File: src/rtl/xbar_addr_router.sv
// xbar_addr_router: single-host to three-device request router.
// Decodes the host address onto RAM / UART / GPIO or an internal error
// responder. It keeps all in-flight requests on one target, so responses
// return in issue order without any reorder storage.

module xbar_addr_router #(
  parameter logic [31:0] RAM_BASE        = 32'h10000000,
  parameter logic [31:0] RAM_MASK        = 32'h000007ff,
  parameter logic [31:0] UART_BASE       = 32'h40000000,
  parameter logic [31:0] UART_MASK       = 32'h00000fff,
  parameter logic [31:0] GPIO_BASE       = 32'h40010000,
  parameter logic [31:0] GPIO_MASK       = 32'h00000fff,
  parameter int unsigned MAX_OUTSTANDING = 4,
  parameter logic [31:0] ERR_RDATA       = 32'hffffffff
) (
  input  logic        clk_i,
  input  logic        rst_i,
  input  logic        h_req_valid_i,
  output logic        h_req_ready_o,
  input  logic [31:0] h_addr_i,
  input  logic        h_we_i,
  input  logic [31:0] h_wdata_i,
  input  logic [3:0]  h_be_i,
  output logic        h_rsp_valid_o,
  input  logic        h_rsp_ready_i,
  output logic [31:0] h_rsp_rdata_o,
  output logic        h_rsp_err_o,
  output logic [2:0]  d_req_valid_o,
  input  logic [2:0]  d_req_ready_i,
  output logic [31:0] d_addr_o,
  output logic        d_we_o,
  output logic [31:0] d_wdata_o,
  output logic [3:0]  d_be_o,
  input  logic [2:0]  d_rsp_valid_i,
  output logic [2:0]  d_rsp_ready_o,
  input  logic [95:0] d_rsp_rdata_i,
  input  logic [2:0]  d_rsp_err_i
);

  // Counter width covers the full 1..15 range of MAX_OUTSTANDING.
  localparam int unsigned CW = 4;
  localparam logic [CW-1:0] CNT_ZERO = {CW{1'b0}};
  localparam logic [CW-1:0] CNT_ONE  = {{(CW-1){1'b0}}, 1'b1};
  localparam logic [CW-1:0] CNT_MAX  = CW'(MAX_OUTSTANDING);
  localparam logic [1:0]    TGT_ERR  = 2'd3;

  // Address decode: first matching window wins, no match goes to the error responder.
  function automatic logic [1:0] decode_f(input logic [31:0] addr);
    logic [1:0] tgt;
    if ((addr & ~RAM_MASK) == RAM_BASE) begin
      tgt = 2'd0;
    end else if ((addr & ~UART_MASK) == UART_BASE) begin
      tgt = 2'd1;
    end else if ((addr & ~GPIO_MASK) == GPIO_BASE) begin
      tgt = 2'd2;
    end else begin
      tgt = TGT_ERR;
    end
    return tgt;
  endfunction

  // One-hot device select; the error responder has no device bit.
  function automatic logic [2:0] onehot_f(input logic [1:0] tgt);
    logic [2:0] sel;
    case (tgt)
      2'd0:    sel = 3'b001;
      2'd1:    sel = 3'b010;
      2'd2:    sel = 3'b100;
      default: sel = 3'b000;
    endcase
    return sel;
  endfunction

  logic [CW-1:0] cnt_q, cnt_d;
  logic [CW-1:0] err_cnt_q, err_cnt_d;
  logic [1:0]    steer_q, steer_d;
  logic          err_vld_q;

  logic [1:0]  tgt_s;
  logic        busy_s;
  logic        stall_s;
  logic        h_req_ready_s;
  logic [2:0]  d_req_valid_s;
  logic        h_rsp_valid_s;
  logic [31:0] h_rsp_rdata_s;
  logic        h_rsp_err_s;
  logic [2:0]  d_rsp_ready_s;
  logic [2:0]  steer_sel_s;
  logic        accept_s;
  logic        rsp_hs_s;
  logic        err_acc_s;
  logic        err_hs_s;

  // Decode and stall: a new target must wait until the previous one fully drains.
  always_comb begin
    tgt_s   = decode_f(h_addr_i);
    busy_s  = (cnt_q != CNT_ZERO);
    stall_s = (cnt_q == CNT_MAX) || (busy_s && (tgt_s != steer_q));
  end

  // Zero-latency request forwarding to the decoded device.
  always_comb begin
    h_req_ready_s = 1'b0;
    d_req_valid_s = 3'b000;
    if (rst_i) begin
      h_req_ready_s = 1'b0;
      d_req_valid_s = 3'b000;
    end else if (stall_s) begin
      h_req_ready_s = 1'b0;
      d_req_valid_s = 3'b000;
    end else if (tgt_s == TGT_ERR) begin
      h_req_ready_s = 1'b1;
      d_req_valid_s = 3'b000;
    end else begin
      h_req_ready_s = |(d_req_ready_i & onehot_f(tgt_s));
      d_req_valid_s = onehot_f(tgt_s) & {3{h_req_valid_i}};
    end
  end

  // Response return path, steered by the target of the in-flight requests.
  always_comb begin
    steer_sel_s   = onehot_f(steer_q);
    h_rsp_valid_s = 1'b0;
    h_rsp_rdata_s = 32'h00000000;
    h_rsp_err_s   = 1'b0;
    d_rsp_ready_s = 3'b000;
    if (rst_i || !busy_s) begin
      h_rsp_valid_s = 1'b0;
      h_rsp_rdata_s = 32'h00000000;
      h_rsp_err_s   = 1'b0;
      d_rsp_ready_s = 3'b000;
    end else if (steer_q == TGT_ERR) begin
      h_rsp_valid_s = err_vld_q;
      h_rsp_rdata_s = ERR_RDATA;
      h_rsp_err_s   = 1'b1;
      d_rsp_ready_s = 3'b000;
    end else begin
      h_rsp_valid_s = |(d_rsp_valid_i & steer_sel_s);
      h_rsp_err_s   = |(d_rsp_err_i & steer_sel_s);
      d_rsp_ready_s = steer_sel_s & {3{h_rsp_ready_i}};
      case (steer_q)
        2'd0:    h_rsp_rdata_s = d_rsp_rdata_i[31:0];
        2'd1:    h_rsp_rdata_s = d_rsp_rdata_i[63:32];
        2'd2:    h_rsp_rdata_s = d_rsp_rdata_i[95:64];
        default: h_rsp_rdata_s = 32'h00000000;
      endcase
    end
  end

  // Next-state for the outstanding, steer and pending-error trackers.
  always_comb begin
    accept_s  = h_req_valid_i & h_req_ready_s;
    rsp_hs_s  = h_rsp_valid_s & h_rsp_ready_i;
    err_acc_s = accept_s & (tgt_s == TGT_ERR);
    err_hs_s  = rsp_hs_s & (steer_q == TGT_ERR);
    cnt_d     = cnt_q;
    err_cnt_d = err_cnt_q;
    steer_d   = steer_q;
    case ({accept_s, rsp_hs_s})
      2'b10:   cnt_d = cnt_q + CNT_ONE;
      2'b01:   cnt_d = cnt_q - CNT_ONE;
      default: cnt_d = cnt_q;
    endcase
    case ({err_acc_s, err_hs_s})
      2'b10:   err_cnt_d = err_cnt_q + CNT_ONE;
      2'b01:   err_cnt_d = err_cnt_q - CNT_ONE;
      default: err_cnt_d = err_cnt_q;
    endcase
    if (accept_s) begin
      steer_d = tgt_s;
    end else begin
      steer_d = steer_q;
    end
  end

  // State registers; error-response valid is registered from the pending count.
  always_ff @(posedge clk_i) begin
    if (rst_i) begin
      cnt_q     <= CNT_ZERO;
      err_cnt_q <= CNT_ZERO;
      steer_q   <= 2'd0;
      err_vld_q <= 1'b0;
    end else begin
      cnt_q     <= cnt_d;
      err_cnt_q <= err_cnt_d;
      steer_q   <= steer_d;
      err_vld_q <= (err_cnt_d != CNT_ZERO);
    end
  end

  assign h_req_ready_o = h_req_ready_s;
  assign d_req_valid_o = d_req_valid_s;
  assign h_rsp_valid_o = h_rsp_valid_s;
  assign h_rsp_rdata_o = h_rsp_rdata_s;
  assign h_rsp_err_o   = h_rsp_err_s;
  assign d_rsp_ready_o = d_rsp_ready_s;

  // Request payload is shared by all devices and passes straight through.
  assign d_addr_o  = h_addr_i;
  assign d_we_o    = h_we_i;
  assign d_wdata_o = h_wdata_i;
  assign d_be_o    = h_be_i;

  xbar_addr_router_chk #(
    .CNT_MAX (CNT_MAX)
  ) u_chk (
    .clk_i         (clk_i),
    .rst_i         (rst_i),
    .cnt_i         (cnt_q),
    .steer_i       (steer_q),
    .d_rsp_valid_i (d_rsp_valid_i),
    .d_rsp_ready_i (d_rsp_ready_s)
  );

endmodule

// Protocol checker for the router: flags stray device responses and
// guards the internal tracking invariants.
module xbar_addr_router_chk #(
  parameter logic [3:0] CNT_MAX = 4'd4
) (
  input logic       clk_i,
  input logic       rst_i,
  input logic [3:0] cnt_i,
  input logic [1:0] steer_i,
  input logic [2:0] d_rsp_valid_i,
  input logic [2:0] d_rsp_ready_i
);

  logic [2:0] sel_s;

  // Device currently allowed to respond, if any.
  always_comb begin
    sel_s = 3'b000;
    if (cnt_i == 4'd0) begin
      sel_s = 3'b000;
    end else begin
      case (steer_i)
        2'd0:    sel_s = 3'b001;
        2'd1:    sel_s = 3'b010;
        2'd2:    sel_s = 3'b100;
        default: sel_s = 3'b000;
      endcase
    end
  end

  a_stray_rsp : assert property (@(posedge clk_i) disable iff (rst_i)
    ((d_rsp_valid_i & ~sel_s) == 3'b000))
    else $warning("xbar_addr_router: response from unselected device ignored (valid=%b)", d_rsp_valid_i);

  a_cnt_bound : assert property (@(posedge clk_i) disable iff (rst_i)
    (cnt_i <= CNT_MAX))
    else $error("xbar_addr_router: outstanding count %0d above limit", cnt_i);

  a_ready_sel : assert property (@(posedge clk_i) disable iff (rst_i)
    ((d_rsp_ready_i & ~sel_s) == 3'b000))
    else $error("xbar_addr_router: response ready to unselected device");

endmodule
File: config.mk
export PLATFORM = sky130hd
export DESIGN_NAME = xbar_addr_router
export DESIGN_NICKNAME = d
export VERILOG_FILES = /design/src/rtl/xbar_addr_router.sv
export SDC_FILE = /design/constraint.sdc
export NUM_CORES = 1
export LEC_CHECK = 0
export CAP_MARGIN = 5
export CORE_AREA = 2 2 112 114
export DETAILED_ROUTE_END_ITERATION = 10
export DIE_AREA = 0 0 114 116
export PLACE_DENSITY_LB_ADDON = 0.05
export SETUP_SLACK_MARGIN = 0.2
export SLEW_MARGIN = 10
export SYNTH_ARGS = -nofsm -noshare
export SYNTH_HDL_FRONTEND = slang
export SYNTH_SLANG_ARGS = --single-unit
File: constraint.sdc
create_clock -name clk_i -period 3.55 [get_ports clk_i]
set_input_delay 0.355 -clock clk_i [delete_from_list [all_inputs] [get_ports clk_i]]
set_output_delay 0.355 -clock clk_i [all_outputs]
set_load 0.01 [all_outputs]
==> results of run 1 <==
[report_power, final]
part           internal, mW  switching (mW)
logic                 0.390           0.291
registers             0.137          0.0189
clock network         0.151          0.0590
[how the worst max path moves through the flow]
stage,cells after the start,start,to
2_1_floorplan,14,h_addr_i[14],err_vld_q
6_report,14,h_addr_i[19],cnt_q[3]
4_1_cts,15,h_addr_i[17],err_vld_q
3_3_place_gp,15,h_addr_i[14],err_vld_q
5_1_grt,16,h_addr_i[28],err_vld_q
3_5_place_dp,14,h_addr_i[14],cnt_q[3]
[cell type report]
type / instances / area, µm²
Sequential cell: 11 / 221
Fill cell: 1268 / 7730
Timing Repair Buffer: 218 / 2130
Multi-Input combinational cell: 194 / 1530
Inverter: 10 / 37.5
Clock buffer: 4 / 78.8
Tap cell: 147 / 184
[stage by stage]
step | power (mW) | TNS, ns | setup WS [ns]
finish | 1.05 | 0 | 0.339
CTS | 1.06 | 0 | 0.0854
global placement | 0.839 | -1.22 | -0.255
detailed placement | 0.840 | -1.80 | -0.321
floorplan | 0.553 | 0 | 0.187
global route | 1.12 | 0 | 0.151
[state kept, by name, summed over array words and instances, names as in the netlist]
name and flops:
steer_q 2, err_cnt_q 4, cnt_q 4, err_vld_q 1
[placed cells by master (no fill, tap or decap), drive strengths merged, types with 3 or more instances in the layout]
cell type / Yosys / layout
xor2: 4 / 4
inv: 10 / 10
nor4: 3 / 3
o22ai: 34 / 34
dfxtp: 11 / 11
ha: 6 / 6
dlygate4sd2: 0 / 3
dlymetal6s2s: 0 / 5
o21ai: 4 / 4
a32o: 3 / 3
clkbuf: 16 / 4
nor2: 50 / 50
nand2: 4 / 4
clkdlybuf4s50: 0 / 178
xnor2: 3 / 3
mux2: 33 / 33
and3: 3 / 3
a21oi: 10 / 10
a21o: 3 / 3
nor2b: 5 / 5
buf: 71 / 30
[timing repair]
item / CTS / global route
gates resized for setup: 25 / 20
setup buffers: 1 / 1
endpoints found under the setup margin: 11 / 5
pin swaps: 21 / 16
[cells by family (layout without fill, tap and decap cells)]
group | count (synthesis) | in the layout
adders and majority gates | 8 | 8
xor gates and xnor gates | 7 | 7
AOI/OAI and AO/OA | 62 | 62
DFF | 11 | 11
muxes | 34 | 34
buffers and inverters | 97 | 232
and+or+nand+nor | 83 | 83
[worst max-delay path, stage by stage]
cell and delay (ns):
buf_6 0.09, or4_4 0.52, or4_4 0.45, a211oi_4 0.21, o21bai_2 0.10, a221oi_4 0.28, nand2_1 0.10, ha_2 0.19
ha_1 0.26, a21o_1 0.16, a21oi_2 0.13, xnor2_1 0.09, or3_1 0.32, a21oi_2 0.11
[layer usage]
metal	share of wire (%)	wire, µm	global-route usage [%]	vias to the layer above
met5	0	0	0	-
met4	1.0	103	2.60	0
met3	6.9	694	2.72	14
met2	55	5560	27.2	95
met1	37	3770	14.6	1236
li1	-	-	-	1269
==> out/metrics.cfg, run 1 <==
[outcome]
outcome = finished, final reports clean

[routing]
antenna_left = 0
drt-pass1-iter-count = 4
wirelength_um = 10100
route.detailed.drc = 0
drt_iter0_drc = 96
viasPerCell = 4.48
vias = 2614
wl_per_cell_um = 17.3

[synthesis]
synth.ff_latch_count = 11
yosysMostFrequentCell = buf_4
synth-edff-count = 0
synthXorXnorAreaFrac_pct = 2.73
yosys.area.top_type = buf_4
synth.area.mux_share_pct = 17.6
ys.flop_type = dfxtp_1
ys_warn_count = 0
synth_top_family_by_area = buffers and inverters
synth_common_cells = 69 x buf_4, 50 x nor2_1, 34 x o22ai_1, 33 x mux2_2, 16 x clkbuf_1
syn_avg_cell_area_um2 = 7.42
syn_area_um2 = 2240
synth.distinct_cells = 40
synthArstFlopShare_pct = 0
synth-compound-area-share_pct = 19.0
synth.area.top_cells = buf_4 23%, mux2_2 17%, dfxtp_1 9.8%
synthCells = 302
yosys.area_share.simple_pct = 18.0
synth-seq-area-share_pct = 9.82
post_synth_fa_ha_maj_area_fraction_pct = 5.13
syn-num-nets = 488
synth_top_area_share_pct = 23.1

[critical_path]
reg2regPathDepth = 12
end_kind = flop
critPathMaxFanout = 3
crit_type = input port to flop
cp_data_arrival_time_ns = 3.39
r2r_start = steer_q[1]
required_ns = 3.73
ff2ff_setup_slack_ns = 0.73
timing.rr.end = cnt_q[3]
crit_path_start_kind = input port

[clocking]
cts_tree = yes
clk_pin_slew_ns = 0.04
postCtsHoldBufs = 0
clock_latency_ns = 0.24
clock_sinks = 11
cts_max_path_buffers = 2
cts_buffers = 3
h-tree-depth = 1
root_buffer = clkbuf_16

[sta]
finalSetupViolCount = 0
fin_crit_sh_pct = 90.5
slew_violations = 0
fmax_ghz = 0.311
holdWs_ns = 0.510
slew_headroom_pct = 67.4
rsz0062_at_grt = true
tightest_slew_ns = 0.488
finalCriticalPeriod_ns = 3.21
fin_worst_skew_ns = 0.00350
final_hold_viol_count = 0

[floorplan]
placementRows = 40
die-area_um2 = 13200
die_h_um = 116
core_area_um2 = 11900
initial_core_util_pct = 18.8
pin_count = 288
die_x_um = 114

[placement]
gp_congestion = 0.729
portBuffers = 191
post-dp-hpwl_um = 8040
place_area_um2 = 3950
dp_cells = 578

[layout]
final_util_pct = 35.1
syn_to_final_growth_pct = 86.5
final_cells = 584
n_antenna_cell = 0
final_cell_area_um2 = 4180
fin_nets = 624
drive_gt1_share_pct = 20.8

[global_route]
grt_antenna_before_repair = 0
grt_max_degree = 37
gr-total-overflow = 0
grt_usage_pct = 13.5
grt_pass1_vias = 2569
grt_pass1_wl_um = 14300

[power_and_ir_drop]
leakagePower_nw = 1.55
powerDensity_nw_per_um2 = 251
ir_drop_uv = 180

[hold_path]
min_path_cells = 2
worst_hold_path_type = flop to flop
hp-start = cnt_q[3]
whs_endpoint = cnt_q[3]

[run]
cap_violations = 0

Note: power is estimated with default switching activity, not from simulation.
==> inputs of run 2 (changes only) <==
--- a/config.mk
+++ b/config.mk
@@ -6,9 +6,9 @@
 export NUM_CORES = 1
 export LEC_CHECK = 0
 export CAP_MARGIN = 5
-export CORE_AREA = 2 2 112 114
+export CORE_AREA = 2 2 111 113
 export DETAILED_ROUTE_END_ITERATION = 10
-export DIE_AREA = 0 0 114 116
+export DIE_AREA = 0 0 113 115
 export PLACE_DENSITY_LB_ADDON = 0.05
 export SETUP_SLACK_MARGIN = 0.2
 export SLEW_MARGIN = 10
==> constraint.sdc (replaced) <==
create_clock -name clk_i -period 3.3 [get_ports clk_i]
set_input_delay 0.33 -clock clk_i [delete_from_list [all_inputs] [get_ports clk_i]]
set_output_delay 0.33 -clock clk_i [all_outputs]
set_load 0.01 [all_outputs]
==> run 2 against run 1 <==
  * The run now ends with design-rule violations left
  * Power rose by 12%
  * Non-clock buffer count rose by 11
  * Largest power group unchanged
  * Highest routed layer unchanged
  * Largest cell class unchanged
  * Via count rose by 1.5%
==> out/metrics.cfg, run 2 (synthesis gave the netlist of run 1 again) <==
[outcome]
outcome = complete, but fails checks
violations = design-rule violations

[layout]
syn_to_final_growth_pct = 93.9
n_antenna_cell = 0  ; unchanged
reg_top3 = cnt_q x4, err_cnt_q x4, steer_q x2
n_fill_cell = 1243  ; -2.0%
drive_gt1_share_pct = 25.0  ; +4.2 points
mostFrequentLayoutCells = 178 x clkdlybuf4s50_1, 50 x nor2_1, 34 x o22ai_1
final_common_cell = clkdlybuf4s50_1
fin_nets = 635  ; +1.8%
final_util_pct = 36.8  ; +1.7 points

[power_and_ir_drop]
comb_power_share_pct = 66.7  ; +1.6 points
leakagePower_nw = 1.62  ; +4.8%
ir_drop_uv = 259  ; +44%
powerDensity_nw_per_um2 = 270  ; +7.9%
power_frac_clock_pct = 18.8  ; -1.3 points
swShare_pct = 34.4  ; -0.83 points
seq_power_share_pct = 14.5  ; -0.4 points
internal_power_mw = 0.771  ; +14%
p_switching_mw = 0.404  ; +9.5%

[routing]
drt-pass1-iter-count = 7  ; +3
viasPerCell = 4.46  ; -0.38%
vias = 2653  ; +1.5%
wl_per_cell_um = 16.4  ; -5.2%
antenna_left = 0  ; unchanged
wirelength_um = 9780  ; -3.4%
drt_iter0_drc = 118  ; +23%
route.detailed.drc = 20  ; +20

[critical_path]
crit_type = input port to flop
r2r_start = steer_q[1]
critPathMaxFanout = 3  ; unchanged
critical_path.max_stage_delay_ns = 0.52  ; about the same
cp_slowest_cell = or4_4
ff2ff_setup_slack_ns = 0.39  ; -0.34 ns
crit_path_start_kind = input port
timing.rr.end = cnt_q[3]
end_kind = flop
path_cells = buf_6 > or4_4 > or4_4 > a211oi_4 > o21bai_2 > a221oi_4 > buf_6 > nand2_4 > ha_4 > ha_4 > a21o_1 > a21oi_2 > xnor2_2 > or3_1 > a21oi_2
crit_family = simple AND/OR/NAND/NOR gates
crit_cells = 15  ; +1
reg2regPathDepth = 13  ; +1
cp_data_arrival_time_ns = 3.40  ; about the same
path_buf_inv = 2  ; +1
required_ns = 3.47  ; -0.26 ns

[hold_path]
whs_endpoint = cnt_q[3]
min_path_cells = 2  ; unchanged
hp-start = cnt_q[3]
worst_hold_path_type = flop to flop

[global_route]
grt_pass1_wl_um = 14400  ; +0.53%
grt_max_degree = 36  ; -2.7%
grt_antenna_before_repair = 0  ; unchanged
grt_pass1_vias = 2653  ; +3.3%
grt_usage_pct = 13.7  ; +0.15 points
gr-total-overflow = 0  ; unchanged

[floorplan]
placementRows = 40  ; unchanged
core_area_um2 = 11800  ; -0.84%
initial_core_util_pct = 19.0  ; +0.16 points
die_h_um = 115  ; -0.86%
die_x_um = 113  ; -0.88%
pin_count = 288  ; unchanged
die-area_um2 = 13000  ; -1.7%

[clocking]
clk_pin_slew_ns = 0.04  ; about the same
clock_latency_ns = 0.24  ; about the same
root_buffer = clkbuf_16
h-tree-depth = 1  ; unchanged
cts_max_path_buffers = 2  ; unchanged
cts_buffers = 3  ; unchanged
clock_sinks = 11  ; unchanged
cts_tree = yes

[sta]
rsz0062_at_grt = true
final_hold_viol_count = 0  ; unchanged
slew_violations = 0  ; unchanged
fin_worst_skew_ns = 0.00250  ; -0.000996 ns
tightest_slew_ns = 0.407  ; -0.0809 ns
slew_headroom_pct = 72.8  ; +5.4 points
finalCriticalPeriod_ns = 3.23
holdWs_ns = 0.514  ; +0.00437 ns
fmax_ghz = 0.310
finalSetupViolCount = 0  ; unchanged
fin_crit_sh_pct = 97.7

[run]
cap_violations = 0  ; unchanged

[placement]
portBuffers = 191  ; unchanged
post-dp-hpwl_um = 7850  ; -2.3%
gp_congestion = 0.770  ; +5.6%

## run 2: cell count changes in the layout (fill, tap and decap cells not counted), moves of 2 or more
| cell | change |
|---|---|
| nor2b_1 | -2 |
| dlygate4sd2_1 | -3 |
| buf_4 | +7 |
| buf_6 | +8 |
## run 2: layout make-up
cell class	count	area, µm²	area share [%]
clock buffers	4	78.8	1.81
flip-flops and latches	11	221	5.09
multi-input cells	194	1600	36.8
inverters	10	37.5	0.864
well taps	147	184	4.23
repair buffers	229	2230	51.2
## run 2: through the flow
step / std cells / total power, mW / setup TNS [ns] / setup slack [ns] / instance area [µm²]
5_1_grt: 595 / 1.26 / -0.132 / -0.0666 / 4350
4_1_cts: 590 / 1.18 / -0.188 / -0.0818 / 4210
3_5_place_dp: 581 / 0.920 / -3.80 / -0.571 / 4000
2_1_floorplan: 302 / 0.596 / 0 / 0.0103 / 2280
6_report: 595 / 1.18 / 0 / 0.0745 / 4350
3_3_place_gp: 581 / 0.922 / -3.22 / -0.464 / 4000
## run 2: worst register-to-register path: cells and delay by family (launching register included)
kind	cells	cell delay (ns)
fa+ha+maj	2	0.37
buf+inv	1	0.15
flops	1	0.51
simple gates	3	0.59
xor+xnor	1	0.07
compound gates	6	1.14
## run 2: repair_timing
action | in CTS | in global routing
endpoints found under the hold margin | 0 | 0
hold buffers | 0 | 0
gates cloned | 0 | 0
pin swaps | 21 | 22
setup endpoints to repair | 12 | 11
buffers inserted | 5 | 5
resized for setup | 49 | 22
## run 2: worst max-delay path by stage
stage                     slack (ns)         to          from
after floorplan                 0.01  err_vld_q  h_addr_i[14]
after global placement         -0.46  err_vld_q  h_addr_i[14]
after detailed placement       -0.57  err_vld_q  h_addr_i[14]
after CTS                      -0.08  err_vld_q  h_addr_i[17]
after global routing           -0.07   cnt_q[3]  h_addr_i[17]
final                           0.07   cnt_q[3]  h_addr_i[17]
## run 2: per-layer routing
metal	wire length (µm)	vias to the layer above	track usage, %
met4	57	0	1.46
met3	1080	4	4.01
met1	3700	1223	16.3
met5	0	-	0
li1	-	1295	-
met2	4950	131	25.2
## run 2: power groups by stage
stage | combinational (mW) | sequential, mW | clock, mW
floorplan | 0.435 | 0.162 | 0
global placement | 0.747 | 0.174 | 0
detailed placement | 0.746 | 0.174 | 0
CTS | 0.780 | 0.171 | 0.227
global route | 0.849 | 0.174 | 0.234
finish | 0.784 | 0.170 | 0.221
==> RTL edit 1, RTL diff (settings of run 2) <==
Compare `cnt_q` against `CNT_MAX` with >= in place of ==.
--- a/src/rtl/xbar_addr_router.sv
+++ b/src/rtl/xbar_addr_router.sv
@@ -95,7 +95,7 @@
   always_comb begin
     tgt_s   = decode_f(h_addr_i);
     busy_s  = (cnt_q != CNT_ZERO);
-    stall_s = (cnt_q == CNT_MAX) || (busy_s && (tgt_s != steer_q));
+    stall_s = (cnt_q >= CNT_MAX) || (busy_s && (tgt_s != steer_q));
   end
 
   // Zero-latency request forwarding to the decoded device.
Check against the original RTL: same outputs for any inputs over 10 cycles, from zero or initial values and one cycle with rst_i high; that may be too few to reach the edited logic, so the function may still have changed.
==> RTL edit 1 against run 2 <==
The flow still finishes with violations (design-rule violations). First-iteration DRC count is 17% higher. Highest routed layer unchanged. Area after synthesis is 2.1% higher. Wire length is 2.7% lower. Power is 15% lower. Cell area is 1.3% lower. Cell count is 0.17% higher. Sequential share of layout area is 0.098 points higher. Setup slack better by 140 ps. Largest power group unchanged. Global-route usage is 0.40 points lower. Sequential cell count stayed put.
==> RTL edit 1: results (changes against run 2) <==
* Status: complete, but fails checks
* Failing checks: design-rule violations
* Share of cells above drive strength 1 at 0.165 (-0.0852)
* XOR/XNOR share of the synthesized area at 0.0230 (-0.00439)
* Vias in the first global route at 2634 (-0.72%)
* Critical path launch point: h_addr_i[16]
* Lkg Pwr at 1.61 nW (-0.89%)
* Worst clock skew at 3.55 ps (+1.05 ps)
* Drt total wl at 9510 um (-2.7%)
* Largest net degree at the start of global routing at 35 (-2.8%)
* Syn Inst Count at 307 (+1.7%)
* First-pass GRT wire length at 13900 um (-2.9%)
* Dpl cell area at 0.00406 mm^2 (+1.4%)
* Setup crit end: err_vld_q
* P&R area growth vs syn at 87.3%
* Post-Synth Adder-Cell Area at 0.0503 (-0.00107)
* Hold EP: err_cnt_q[3]
* Placed Instances at 590 (+1.5%)
* Setup Fix Bufs, Post-CTS at 1 (-4)
* DR WL/cell at 16.0 um (-2.9%)
* Post-CTS resize count at 34 (-31%)
* Hpwl dp at 7550 um (-3.9%)
* First drt pass iteration count at 8 (+1)
* DR DRC count at 20 (unchanged)
* Filler Cell Count at 1223 (-1.6%)
* Peak supply drop at 0.000139 V (-46%)
[RTL edit 1: changes by cell type after synthesis, moves of 3 or more]
cell	before	now
mux2_1	0	33
nor3_1	2	6
o21ai_0	4	1
nor2b_1	5	2
mux2_2	33	0
[RTL edit 1: final cells by class]
class	count	area share
inverters	10	0.00875
repair buffers	226	0.506
well taps	147	0.0429
clock buffers	4	0.0184
flip-flops and latches	11	0.0519
multi-input cells	198	0.372
[RTL edit 1: power by group]
part           total, mW  internal (mW)  switching [mW]
clock              0.218          0.162          0.0562
combinational      0.622          0.364           0.259
sequential         0.159          0.145          0.0138
[RTL edit 1: per-layer routing]
layer,routed length [um],GRT usage,up-vias,share of wire
met3,842,0.0311,25,0.089
met1,3760,0.162,1227,0.39
met2,4740,0.235,126,0.50
met5,0,0,-,0
li1,-,-,1303,-
met4,167,0.0333,0,0.018
[RTL edit 1: metrics by stage]
stage	hold WS, ps	TNS [ps]
after detailed placement	506	-2030
after CTS	511	0
after floorplan	483	0
final	495	0
after global placement	500	-1850
after global routing	520	0
==> RTL edit 2, RTL diff (flow settings as in run 2) <==
Without the edit above. The parameter `ERR_RDATA` goes from 32'hffffffff to 32'hbfffffff.
--- a/src/rtl/xbar_addr_router.sv
+++ b/src/rtl/xbar_addr_router.sv
@@ -11,7 +11,7 @@
   parameter logic [31:0] GPIO_BASE       = 32'h40010000,
   parameter logic [31:0] GPIO_MASK       = 32'h00000fff,
   parameter int unsigned MAX_OUTSTANDING = 4,
-  parameter logic [31:0] ERR_RDATA       = 32'hffffffff
+  parameter logic [31:0] ERR_RDATA       = 32'hbfffffff
 ) (
   input  logic        clk_i,
   input  logic        rst_i,
Formal check against the unedited RTL: not equivalent (Yosys sat finds a counterexample within 4 cycles, from zero or initial values and one cycle with rst_i high).
==> RTL edit 2 against run 2 <==
The run still ends with design-rule violations left. Area after synthesis rose by 0.39%. First-iteration DRC count rose by 14%. Cell area fell by 4.1%. Setup slack improved by 140 ps. Power fell by 12%. Wire length fell by 2.0%. Sequential cell count did not move. Fmax rose by 4.6%. Critical path depth fell by 1. Critical path type unchanged.
==> RTL edit 2: results (changes against run 2) <==
* Hpwl dp at 7730 um (-1.6%)
* Peak supply drop at 0.000123 V (-52%)
* Placed Instances at 583 (+0.34%)
* Worst EP arrival at 3260 ps (-140 ps)
* Crit path max fanout at 4 (+1)
* Reg-to-reg critical path startpoint: cnt_q[0]
* Antenna cells at 0 (unchanged)
* First-pass GRT wire length at 13900 um (-3.1%)
* Hold path cells at 2 (unchanged)
* Largest net degree at the start of global routing at 39 (+8.3%)
* Share of cells above drive strength 1 at 0.239 (-0.0106)
* R2R Setup Slk at 520 ps (+130 ps)
* Initial DRC count at 135 (+14%)
* Post-synth top cells: 69 x buf_4, 50 x nor2_1, 32 x mux2_2, 32 x o22ai_1, 15 x clkbuf_1
* Failing checks: design-rule violations
* Worst-Margin Slew at 701 ps (+293 ps)
* Worst R2R End: err_cnt_q[3]
* Distinct cells, synth at 43 (+7.5%)
* DR WL/cell at 16.1 um (-1.8%)
* Placer Congestion at 0.751 (-2.5%)
* Syn nets at 492 (+0.82%)
* Fraction of power spent switching nets at 0.339 (-0.00546)
* Post-Syn Area per Cell at 7.36 um^2 (-0.92%)
* Critical path's slowest cell: or3_1
* Vias in the first global route at 2784 (+4.9%)
* Lkg Pwr at 1.56 nW (-4.1%)
* Post-synthesis sequential area ratio at 0.0978 (-0.000382)
* First drt pass iteration count at 7 (unchanged)
* Filler Cell Count at 1254 (+0.88%)
* Critical path launch point: h_addr_i[28]
* Fin nets at 634 (-0.16%)
* Worst hold start: err_cnt_q[2]
* Status: complete, but fails checks
* CP max stage delay at 370 ps (-150 ps)
* Hold slack at 544 ps (+29.3 ps)
* Top cells by area, synth: buf_4 23%, mux2_2 16%, dfxtp_1 9.8%
* Clock-pin slew on the worst setup and hold paths at 40 ps (about the same)
* Most common flop cell mapped by yosys: dfxtp_1
* Worst clock skew at 0.838 ps (-1.66 ps)
* DR DRC count at 20 (unchanged)
* Hold EP: err_cnt_q[2]
* Drt total wl at 9590 um (-2.0%)
* Via density at 4.53 (+1.6%)
* Clock root buffer master: clkbuf_16
* Worst slack at placement at -588 ps (-16.3 ps)
* GR Util All Layers at 0.134 (-0.00292)
* Cts bufs inserted at 3 (unchanged)
* Reg2Reg Depth at 11 (-2)
* Async SR Flop Fraction at 0 (unchanged)
* H-tree level count at 1 (unchanged)
[RTL edit 2: what timing repair did]
item,4_1_cts,5_1_grt
endpoints found under the setup margin,12,6
pin swaps,17,14
resized for setup,71,15
buffers inserted,7,0
[RTL edit 2: power groups by stage]
stage                     Clock, mW  Sequential, mW  Combinational, mW
after floorplan                   0           0.157              0.373
after global placement            0           0.164              0.657
after detailed placement          0           0.162              0.657
after CTS                     0.231           0.160              0.664
after global routing          0.238           0.162              0.710
final                         0.225           0.160              0.654
[RTL edit 2: layout make-up]
| type | instances | area share |
|---|---|---|
| inverters | 8 | 0.00721 |
| well taps | 147 | 0.0441 |
| repair buffers | 225 | 0.505 |
| multi-input cells | 199 | 0.371 |
| flip-flops and latches | 11 | 0.0532 |
| clock buffers | 4 | 0.0189 |
[RTL edit 2: critical path: cells and delay by family]
kind	cells	cell delay, ps
XOR/XNOR	1	110
buffers and inverters	2	220
AO/OA/AOI/OAI	6	1280
AND/OR/NAND/NOR	3	920
adder cells (fa/ha/maj)	2	390
[RTL edit 2: layer usage]
metal	up-vias	track usage	routed length, um
met1	1231	0.142	3490
met5	-	0	0
met4	0	0.0423	181
met2	142	0.263	5120
li1	1300	-	-
met3	18	0.0285	799
[RTL edit 2: cells by family after synthesis]
logic type      count (synthesis)  synth area share
buf+inv                        96             0.276
simple gates                   86             0.188
compound gates                 64             0.185
mux                            35             0.179
flops                          11            0.0978
fa+ha+maj                       8            0.0511
xor+xnor                        6            0.0233
[RTL edit 2: how the worst max path moves through the flow]
stage          slack (ps)      endpoint
5_1_grt                30     err_vld_q
3_3_place_gp         -500  err_cnt_q[3]
2_1_floorplan         170  err_cnt_q[3]
3_5_place_dp         -590  err_cnt_q[3]
4_1_cts               100  err_cnt_q[3]
6_report              220  err_cnt_q[3]
[RTL edit 2: through the flow]
step	util	area [um^2]
3_5_place_dp	0.340	4020
2_1_floorplan	-	2310
4_1_cts	0.354	4180
5_1_grt	0.353	4170
6_report	0.353	4170
3_3_place_gp	0.340	4020
